### config.mk
export PLATFORM = sky130hd
export DESIGN_NAME = gene_decomp_ctrl_flat
export DESIGN_NICKNAME = d
export VERILOG_FILES = /design/src/rtl/gene_decomp_ctrl_if.sv /design/src/rtl/gene_decomp_ctrl.sv /design/src/flat_wrapper.sv
export SDC_FILE = /design/constraint.sdc
export NUM_CORES = 1
export LEC_CHECK = 0
export ABC_AREA = 0
export CELL_PAD_IN_SITES_DETAIL_PLACEMENT = 1
export CELL_PAD_IN_SITES_GLOBAL_PLACEMENT = 2
export CORE_ASPECT_RATIO = 0.9
export CORE_MARGIN = 2
export CORE_UTILIZATION = 29
export DETAILED_ROUTE_END_ITERATION = 7
export PLACE_DENSITY_LB_ADDON = 0.2
export SYNTH_ARGS = -nofsm -noshare
export SYNTH_HDL_FRONTEND = slang
export SYNTH_SLANG_ARGS = --single-unit
### constraint.sdc
create_clock -name clk -period 2.5 [get_ports clk]
set_clock_uncertainty 0.15 [all_clocks]
set_input_delay 0.625 -clock clk [delete_from_list [all_inputs] [get_ports clk]]
set_output_delay 0.625 -clock clk [all_outputs]
set_load 0.02 [all_outputs]
### src/rtl/gene_decomp_ctrl_if.sv
// -----------------------------------------------------------------------------
// gene_decomp_ctrl_if
// Stream bundle for the 2-bit-per-base decompression controller.
//
// Signals:
//   in_data   [7:0]  packed byte; bits[7:6] = first base, bits[1:0] = fourth
//   in_valid         producer has a byte on in_data
//   in_ready         controller takes in_data this cycle
//   out_char  [7:0]  ASCII nucleotide
//   out_valid        out_char is valid
//   out_ready        sink takes out_char this cycle
//   out_last         out_char is the final base of the job
//
// Modports:
//   master  environment side (byte producer + character sink)
//   slave   controller side (gene_decomp_ctrl)
// -----------------------------------------------------------------------------
interface gene_decomp_ctrl_if;
    logic [7:0] in_data;
    logic       in_valid;
    logic       in_ready;
    logic [7:0] out_char;
    logic       out_valid;
    logic       out_ready;
    logic       out_last;

    modport master (
        output in_data, in_valid, out_ready,
        input  in_ready, out_char, out_valid, out_last
    );

    modport slave (
        input  in_data, in_valid, out_ready,
        output in_ready, out_char, out_valid, out_last
    );
endinterface

### src/rtl/gene_decomp_ctrl.sv
// -----------------------------------------------------------------------------
// gene_decomp_ctrl
// Sequencing controller for the 2-bit-per-base decompression path. Each packed
// byte taken from the input stream expands into up to four ASCII bases
// (00->'A', 01->'C', 10->'G', 11->'T'), most significant pair first. A job is
// started with a length in bases; the final base is flagged with out_last and
// the end of the job is marked with a one-cycle done pulse.
//
// Parameters:
//   CNT_W       width of the base counter and base_count port
//
// Ports:
//   clk         system clock, rising edge
//   rst_n       asynchronous active-low reset
//   start       one-cycle pulse, begins a job when idle
//   abort       synchronous abort back to idle, no done pulse
//   base_count  job length in bases, sampled with start
//   bus         stream bundle (slave modport): byte input, character output
//   busy        high whenever the controller is not idle
//   done        one-cycle pulse at the end of a job
//   stall_cnt   [15:0] saturating stall-cycle counter, present only when
//               GENE_DECOMP_STALL_CNT_EN is defined
//
// Optional feature macro: GENE_DECOMP_STALL_CNT_EN
// -----------------------------------------------------------------------------
module gene_decomp_ctrl #(
    parameter int CNT_W = 32
) (
    input  logic             clk,
    input  logic             rst_n,
    input  logic             start,
    input  logic             abort,
    input  logic [CNT_W-1:0] base_count,
    gene_decomp_ctrl_if.slave bus,
    output logic             busy,
    output logic             done
`ifdef GENE_DECOMP_STALL_CNT_EN
    ,
    output logic [15:0]      stall_cnt
`endif
);

    typedef enum logic [1:0] {
        IDLE,
        FETCH,
        EMIT,
        FIN
    } state_t;

    state_t           state;
    logic [CNT_W-1:0] remaining;
    logic [1:0]       slot;
    logic [7:0]       data_q;

    // Translate one 2-bit base code into its ASCII letter.
    function automatic logic [7:0] code_map(input logic [1:0] code);
        case (code)
            2'b00:   code_map = 8'h41;
            2'b01:   code_map = 8'h43;
            2'b10:   code_map = 8'h47;
            default: code_map = 8'h54;
        endcase
    endfunction

    // Pick the base pair for a slot; slot 0 is the most significant pair.
    function automatic logic [1:0] pair_at(input logic [7:0] data, input logic [1:0] idx);
        case (idx)
            2'd0:    pair_at = data[7:6];
            2'd1:    pair_at = data[5:4];
            2'd2:    pair_at = data[3:2];
            default: pair_at = data[1:0];
        endcase
    endfunction

    // Main sequencer. Every output is a register loaded with the value it
    // must carry in the state being entered, so nothing downstream sees a
    // combinational path from the handshake inputs. Abort has priority over
    // everything, including a byte handshaken in the same cycle, which is
    // simply dropped. A zero-length job spends one quiet cycle in FIN before
    // raising done; a job that emitted bases raises done on entry to FIN, so
    // done always directly follows the final beat.
    always_ff @(posedge clk or negedge rst_n) begin
        if (!rst_n) begin
            state         <= IDLE;
            remaining     <= '0;
            slot          <= 2'd0;
            data_q        <= 8'h00;
            bus.in_ready  <= 1'b0;
            bus.out_valid <= 1'b0;
            bus.out_last  <= 1'b0;
            bus.out_char  <= 8'h00;
            busy          <= 1'b0;
            done          <= 1'b0;
        end else if (abort) begin
            state         <= IDLE;
            remaining     <= '0;
            slot          <= 2'd0;
            data_q        <= 8'h00;
            bus.in_ready  <= 1'b0;
            bus.out_valid <= 1'b0;
            bus.out_last  <= 1'b0;
            bus.out_char  <= 8'h00;
            busy          <= 1'b0;
            done          <= 1'b0;
        end else begin
            case (state)
                IDLE: begin
                    if (start) begin
                        busy <= 1'b1;
                        if (base_count == '0) begin
                            state <= FIN;
                            done  <= 1'b0;
                        end else begin
                            remaining    <= base_count;
                            state        <= FETCH;
                            bus.in_ready <= 1'b1;
                        end
                    end
                end

                FETCH: begin
                    if (bus.in_valid) begin
                        data_q        <= bus.in_data;
                        slot          <= 2'd0;
                        state         <= EMIT;
                        bus.in_ready  <= 1'b0;
                        bus.out_valid <= 1'b1;
                        bus.out_char  <= code_map(bus.in_data[7:6]);
                        bus.out_last  <= (remaining == CNT_W'(1));
                    end
                end

                EMIT: begin
                    if (bus.out_ready) begin
                        remaining <= remaining - CNT_W'(1);
                        slot      <= slot + 2'd1;
                        if (remaining == CNT_W'(1)) begin
                            state         <= FIN;
                            bus.out_valid <= 1'b0;
                            bus.out_last  <= 1'b0;
                            bus.out_char  <= 8'h00;
                            done          <= 1'b1;
                        end else if (slot == 2'd3) begin
                            state         <= FETCH;
                            bus.out_valid <= 1'b0;
                            bus.out_last  <= 1'b0;
                            bus.out_char  <= 8'h00;
                            bus.in_ready  <= 1'b1;
                        end else begin
                            bus.out_char <= code_map(pair_at(data_q, slot + 2'd1));
                            bus.out_last <= (remaining == CNT_W'(2));
                        end
                    end
                end

                FIN: begin
                    if (done) begin
                        done  <= 1'b0;
                        busy  <= 1'b0;
                        state <= IDLE;
                    end else begin
                        done <= 1'b1;
                    end
                end

                default: state <= IDLE;
            endcase
        end
    end

`ifdef GENE_DECOMP_STALL_CNT_EN
    // Stall counter: counts cycles where the controller is waiting on the
    // producer (fetching with no byte offered) or on the sink (base held
    // with no ready). It restarts with each accepted job and sticks at the
    // top value instead of wrapping.
    always_ff @(posedge clk or negedge rst_n) begin
        if (!rst_n) begin
            stall_cnt <= 16'h0000;
        end else if (state == IDLE && start && !abort) begin
            stall_cnt <= 16'h0000;
        end else if (((state == FETCH && !bus.in_valid) ||
                      (state == EMIT && !bus.out_ready)) &&
                     stall_cnt != 16'hFFFF) begin
            stall_cnt <= stall_cnt + 16'd1;
        end
    end
`endif

endmodule

### src/flat_wrapper.sv
// flat-port wrapper written by rule: the top's interface ports become plain ports
module gene_decomp_ctrl_flat 
#(
    parameter int CNT_W = 32
)
  (clk, rst_n, start, abort, base_count, busy, done, bus_in_data, bus_in_valid, bus_out_ready, bus_in_ready, bus_out_char, bus_out_valid, bus_out_last);
  gene_decomp_ctrl_if bus_i ();
  input  logic clk;
  input  logic rst_n;
  input  logic start;
  input  logic abort;
  input  logic [CNT_W-1:0] base_count;
  output logic busy;
  output logic done;
  input wire logic [$bits(bus_i.in_data)-1:0] bus_in_data;
  input wire logic [$bits(bus_i.in_valid)-1:0] bus_in_valid;
  input wire logic [$bits(bus_i.out_ready)-1:0] bus_out_ready;
  output wire logic [$bits(bus_i.in_ready)-1:0] bus_in_ready;
  output wire logic [$bits(bus_i.out_char)-1:0] bus_out_char;
  output wire logic [$bits(bus_i.out_valid)-1:0] bus_out_valid;
  output wire logic [$bits(bus_i.out_last)-1:0] bus_out_last;
  assign bus_i.in_data = bus_in_data;
  assign bus_i.in_valid = bus_in_valid;
  assign bus_i.out_ready = bus_out_ready;
  assign bus_in_ready = bus_i.in_ready;
  assign bus_out_char = bus_i.out_char;
  assign bus_out_valid = bus_i.out_valid;
  assign bus_out_last = bus_i.out_last;
  gene_decomp_ctrl #(.CNT_W(CNT_W)) u_core (.clk(clk), .rst_n(rst_n), .start(start), .abort(abort), .base_count(base_count), .bus(bus_i), .busy(busy), .done(done));
endmodule
=== Word-level counts from Yosys, hierarchy flattened ===
Cells that the tools add are included.

* Add/sub/neg operators: 2
* Equal/unequal tests: 22
* Muxes and demuxes: 66
* Reduce and logical (&&, ||, !) cells: 20

{| class="wikitable"
|+ Operators by type and width
! operator !! count
|-
| 32-bit 2-to-1 mux || 4
|-
| 8-bit 2-to-1 mux || 8
|-
| 32-bit one-hot mux with 2 select lines || 1
|-
| 32-bit by 1-bit == test with 1-bit output, second input constant || 1
|-
| 32-bit by 2-bit == test with 1-bit output, second input constant || 1
|-
| 32-bit logical NOT || 1
|-
| 2-bit 2-to-1 mux || 16
|-
| 32-bit by 1-bit subtractor with 32-bit output, second input constant || 1
|-
| 5-bit one-hot mux with 3 select lines || 2
|-
| 1-bit 2-to-1 mux || 26
|-
| 8-bit one-hot mux with 2 select lines || 1
|-
| 3-bit != test, second input constant || 5
|-
| 2-bit == test, second input constant || 6
|-
| 3-bit by 2-bit != test with 1-bit output, second input constant || 4
|-
| 5-bit AND reduction || 2
|-
| 3-bit nonzero test || 3
|-
| 2-bit by 1-bit == test with 1-bit output, second input constant || 4
|-
| 2-bit logical NOT || 4
|-
| 2-bit one-hot mux with 4 select lines || 1
|-
| 4-bit AND reduction || 2
|-
| 4-bit nonzero test || 2
|-
| 7-bit AND reduction || 1
|-
| 1-bit one-hot mux with 2 select lines || 3
|-
| 1-bit one-hot mux with 3 select lines || 2
|-
| 7 further kinds || 9
|}

* Bits in registers: 57
* Bits of input ports: 46
* Output and inout port bits: 13
* Word-level logic and storage cells: 120

=== Longest topological paths before layout ===
* Depth in word-level cells: 15
* Mapped depth: 10
* Depth with buffers taken out: 10

=== Least setup slack after synthesis ===
OpenSTA, ideal clock, no wires.

* Path type: register -> register
* Start: register u_core.remaining[7]
* End: register u_core.state[0]
* Library setup time: 0.104 ns
* Arrival: 2.474 ns
* Required time: 2.246 ns
* Path slack: -0.228 ns
* Cell stages (with the launch flop): 7
* Buffers on the path: 0
* Period minus slack after synthesis: 2.728 ns
* Path through: dfrtp_1 > or4_4 > or4b_4 > nor4_4 > a211oi_2 > or4b_1 > o311ai_1

* Word-level cells in the longest chain between the ends: 5
* Elaborated cells on any way between the ends: 7
* Those cells by class: eq/ne: 2; mux: 4; reduce/logical: 1

{| class="wikitable"
|+ RTL lines
! item !! line !! RTL
|-
| start: declaration || gene_decomp_ctrl.sv:51 || <nowiki>logic [CNT_W-1:0] remaining;</nowiki>
|-
| start signal: assignment || gene_decomp_ctrl.sv:114 || <nowiki>remaining <= base_count;</nowiki>
|-
| start signal: assignment || gene_decomp_ctrl.sv:135 || <nowiki>remaining <= remaining - CNT_W'(1);</nowiki>
|-
| 32-bit by 1-bit == test with 1-bit output (*) || gene_decomp_ctrl.sv:137 || <nowiki>if (remaining == CNT_W'(1)) begin</nowiki>
|-
| 2-bit 2-to-1 mux || gene_decomp_ctrl.sv:137 ||
|-
| 2-bit 2-to-1 mux || gene_decomp_ctrl.sv:134 || <nowiki>if (bus.out_ready) begin</nowiki>
|-
| 2-bit one-hot mux with 4 select lines || gene_decomp_ctrl.sv:106 || <nowiki>case (state)</nowiki>
|-
| 2-bit 2-to-1 mux || gene_decomp_ctrl.sv:94 || <nowiki>end else if (abort) begin</nowiki>
|-
| end signal: assignment || gene_decomp_ctrl.sv:95 || <nowiki>state <= IDLE;</nowiki>
|-
| end signal: assignment || gene_decomp_ctrl.sv:111 || <nowiki>state <= FIN;</nowiki>
|-
| end signal: assignment || gene_decomp_ctrl.sv:138 || <nowiki>state <= FIN;</nowiki>
|-
| end: declaration || gene_decomp_ctrl.sv:50 || <nowiki>state_t state;</nowiki>
|}

Every way passes the cells marked *; elsewhere a longest branch is shown, timed or not. The select of a mux whose other input is x is not followed.
A chain may end at the register's enable or synchronous reset.

=== Worst setup path in the final report ===
Same ends and word-level chain as after synthesis.

==> flow_summary.yaml <==
status:
  violations: "negative setup slack"
  outcome: "complete, but fails checks"
clocking:
  clockBufferDepth: 2
  tritoncts: "yes"
  clk_latency_ns: 0.32
  cts-htree-levels: 2
  cts_buffers: 5
  clock_sinks: 54
  cts-root-buf: "clkbuf_16"
  clkTransAtPathRegs_ns: 0.08
  cts_hold_buf: 0
floorplan:
  io_pins: 59
  coreArea_sq_um: 11900
  start_util_pct: 29.4
  dieWidth_um: 120
  std_cell_rows: 38
  dieArea_sq_um: 13000
  die_h_um: 108
grt:
  grt_max_degree: 35
  grt_pass1_wl_mm: 20.9
  grt_pass1_vias: 3961
  grt.overflow.total: 0
  antenna_found_initial: 0
  track_usage_pct: 20.6
sta:
  slew-limit-headroom_pct: 58.6
  setup_slack_ns: -0.185
  rsz0062_at_grt: "yes"
  final_max_slew_viol_count: 0
  period_share_pct: 107
  finalSetupTns_ns: -1.38
  hold_violations: 0
  tightest_slew_ns: 0.621
  max_freq_mhz: 372
  min_period_ns: 2.69
  setup_violations: 16
detailed_routing:
  num_vias: 3765
  drt-initial-drc-count: 141
  drt_wl_total_mm: 12.9
  viasPerCell: 5.21
  route.detailed.drc: 0
  final_antenna_net_count: 0
  wl_per_cell_um: 17.8
  firstDrtPassIters: 4
final_layout:
  mostFrequentLayoutCells: "89 x buf_4, 54 x dfrtp_1, 45 x a21oi_1"
  drive_gt1_share_pct: 26.7
  layout.nets: 623
  syn2layout_area_growth_pct: 54.3
  antennaDiodeCount: 0
  final_common_cell: "buf_4"
setup_path:
  cp-end-kind: "flop"
  crit_fanout: 3
  startpoint_type: "flop"
  critPathTopFamily: "simple AND/OR/NAND/NOR gates"
  cp_slowest_cell: "or4b_4"
  cp_cell_sequence: "or4_4 > or4b_4 > nor4_4 > a211oi_2 > or4b_1 > o311ai_1"
  max_stage_delay_ns: 0.57
  critPathBufInv: 0
  worstPathArrival_ns: 2.75
  crit_type: "flop to flop"
  worstPathRequired_ns: 2.56
min_path:
  hold_path_class: "input port to asynchronous set/reset pin"
synth:
  seq_area_frac_synth_pct: 38.6
  synth_edf_count: 0
  ys_ff_latch: 54
  ys.flop_type: "dfrtp_1"
  synth_top_area_share_pct: 38.6
  netlist_area_sq_um: 3500
  synth_top_area_cell: "dfrtp_1"
  syn_inst: 420
  async_flop_share_pct: 100
  synthesis.area_per_instance_sq_um: 8.33
  synthTopCellsByArea: "dfrtp_1 39%, o21ai_0 9.4%, a21oi_1 6.9%, ha_1 5.7%, nor2_1 4.1%"
  ys_warn_count: 0
  synth_cell_types: 58
power_and_ir_drop:
  power_density_nw_per_um2: 850
  p_leak_nw: 2.47
  ir_worst_vdd_v: 0.000308
run:
  maxCapViolations: 0
placement:
  dp_slack_ns: -0.657
  place_congestion: 0.820
  dp_hpwl_mm: 9.10
  portBuffers: 55
## report_power, final
part / leakage, nW / switching (mW) / internal (mW) / total (mW)
registers: 0.716 / 0.192 / 1.10 / 1.29
logic: 1.67 / 1.29 / 1.14 / 2.43
clock network: 0.0848 / 0.381 / 0.482 / 0.863
## flip-flops by register name (all words and copies together), names as in the netlist
register              cells
u_core.remaining         32
u_core.data_q             8
u_core.bus.out_char       5
u_core.slot               2
u_core.state              2
u_core.bus.in_ready       1
u_core.bus.out_last       1
u_core.bus.out_valid      1
u_core.busy               1
u_core.done               1
## cells in the mapped netlist (all sizes together), types with 3 or more instances
| master | count |
|---|---|
| buf | 5 |
| o21ai | 66 |
| nand2b | 4 |
| clkbuf | 22 |
| inv | 20 |
| a2bb2oi | 4 |
| nand3 | 9 |
| a31oi | 4 |
| and3 | 11 |
| a21oi | 48 |
| a22oi | 8 |
| nand2 | 25 |
| nor2 | 38 |
| dfrtp | 54 |
| nor3 | 13 |
| ha | 16 |
| nor4 | 13 |
| a32oi | 5 |
| or4 | 5 |
| nor4b | 3 |
| mux2i | 6 |
| nor2b | 3 |
## what timing repair did
action	4_1_cts	5_1_grt
endpoints found under the setup margin	42	42
endpoints found under the hold margin	0	0
pin swaps	17	16
resized for setup	72	29
setup buffers	8	6
gates cloned	2	0
## worst paths after layout
check	slack, ns	depth (start not counted)	startpoint	endpoint
worst max-delay path	-0.19	6	u_core.remaining[7]	u_core.state[0]
worst min-delay path	0.14	1	rst_n	u_core.state[1]
worst max register to register	-0.19	6	u_core.remaining[7]	u_core.state[0]
worst min register to register	0.35	2	u_core.bus.out_char[4]	u_core.bus.out_char[4]
max in group asynchronous	1.46	2	rst_n	u_core.remaining[21]
min in group clk	0.35	2	u_core.bus.out_char[4]	u_core.bus.out_char[4]
## worst reg2reg max path: cells and delay by family, from the launching register on
family	cells	cell delay, ns
flip-flops	1	0.40
AO/OA/AOI/OAI	2	0.24
AND/OR/NAND/NOR	4	1.81
## logic make-up after synthesis
kind of cell,count (synthesis),share of synthesized area (%)
AOI/OAI and AO/OA,157,26.4
DFF,54,38.6
muxes,8,2.36
buffers and inverters,47,5.37
other,1,0.107
and+or+nand+nor,137,21.4
adders and majority gates,16,5.72
## final cells by class
cell class,count,area (sq um)
clock buffer,5,125
clock inverter,3,47.5
fill,1422,6490
inverter,20,75.1
multi-input combinational,321,2130
sequential,54,1350
tap,160,200
timing repair buffer,159,1470
## metal layers
metal	routed length [um]	GRT usage, %	up-vias
met5	0	0	-
met1	6120	27.8	1880
li1	-	-	1825
met3	414	3.80	6
met4	99	4.03	0
met2	6240	34.9	54
## metrics by stage
stage / hold WS [ns] / instance area (sq um) / total power [mW] / cells / util, %
2_1_floorplan: 0.179 / 3510 / 2.37 / 422 / -
5_1_grt: 0.165 / 5400 / 4.89 / 722 / 45.4
3_5_place_dp: 0.334 / 4870 / 3.40 / 699 / 41.0
6_report: 0.137 / 5400 / 4.59 / 722 / 45.4
4_1_cts: 0.158 / 5290 / 4.53 / 716 / 44.5
3_3_place_gp: 0.320 / 4870 / 3.34 / 699 / 41.0
(Power assumes the default switching activity.)
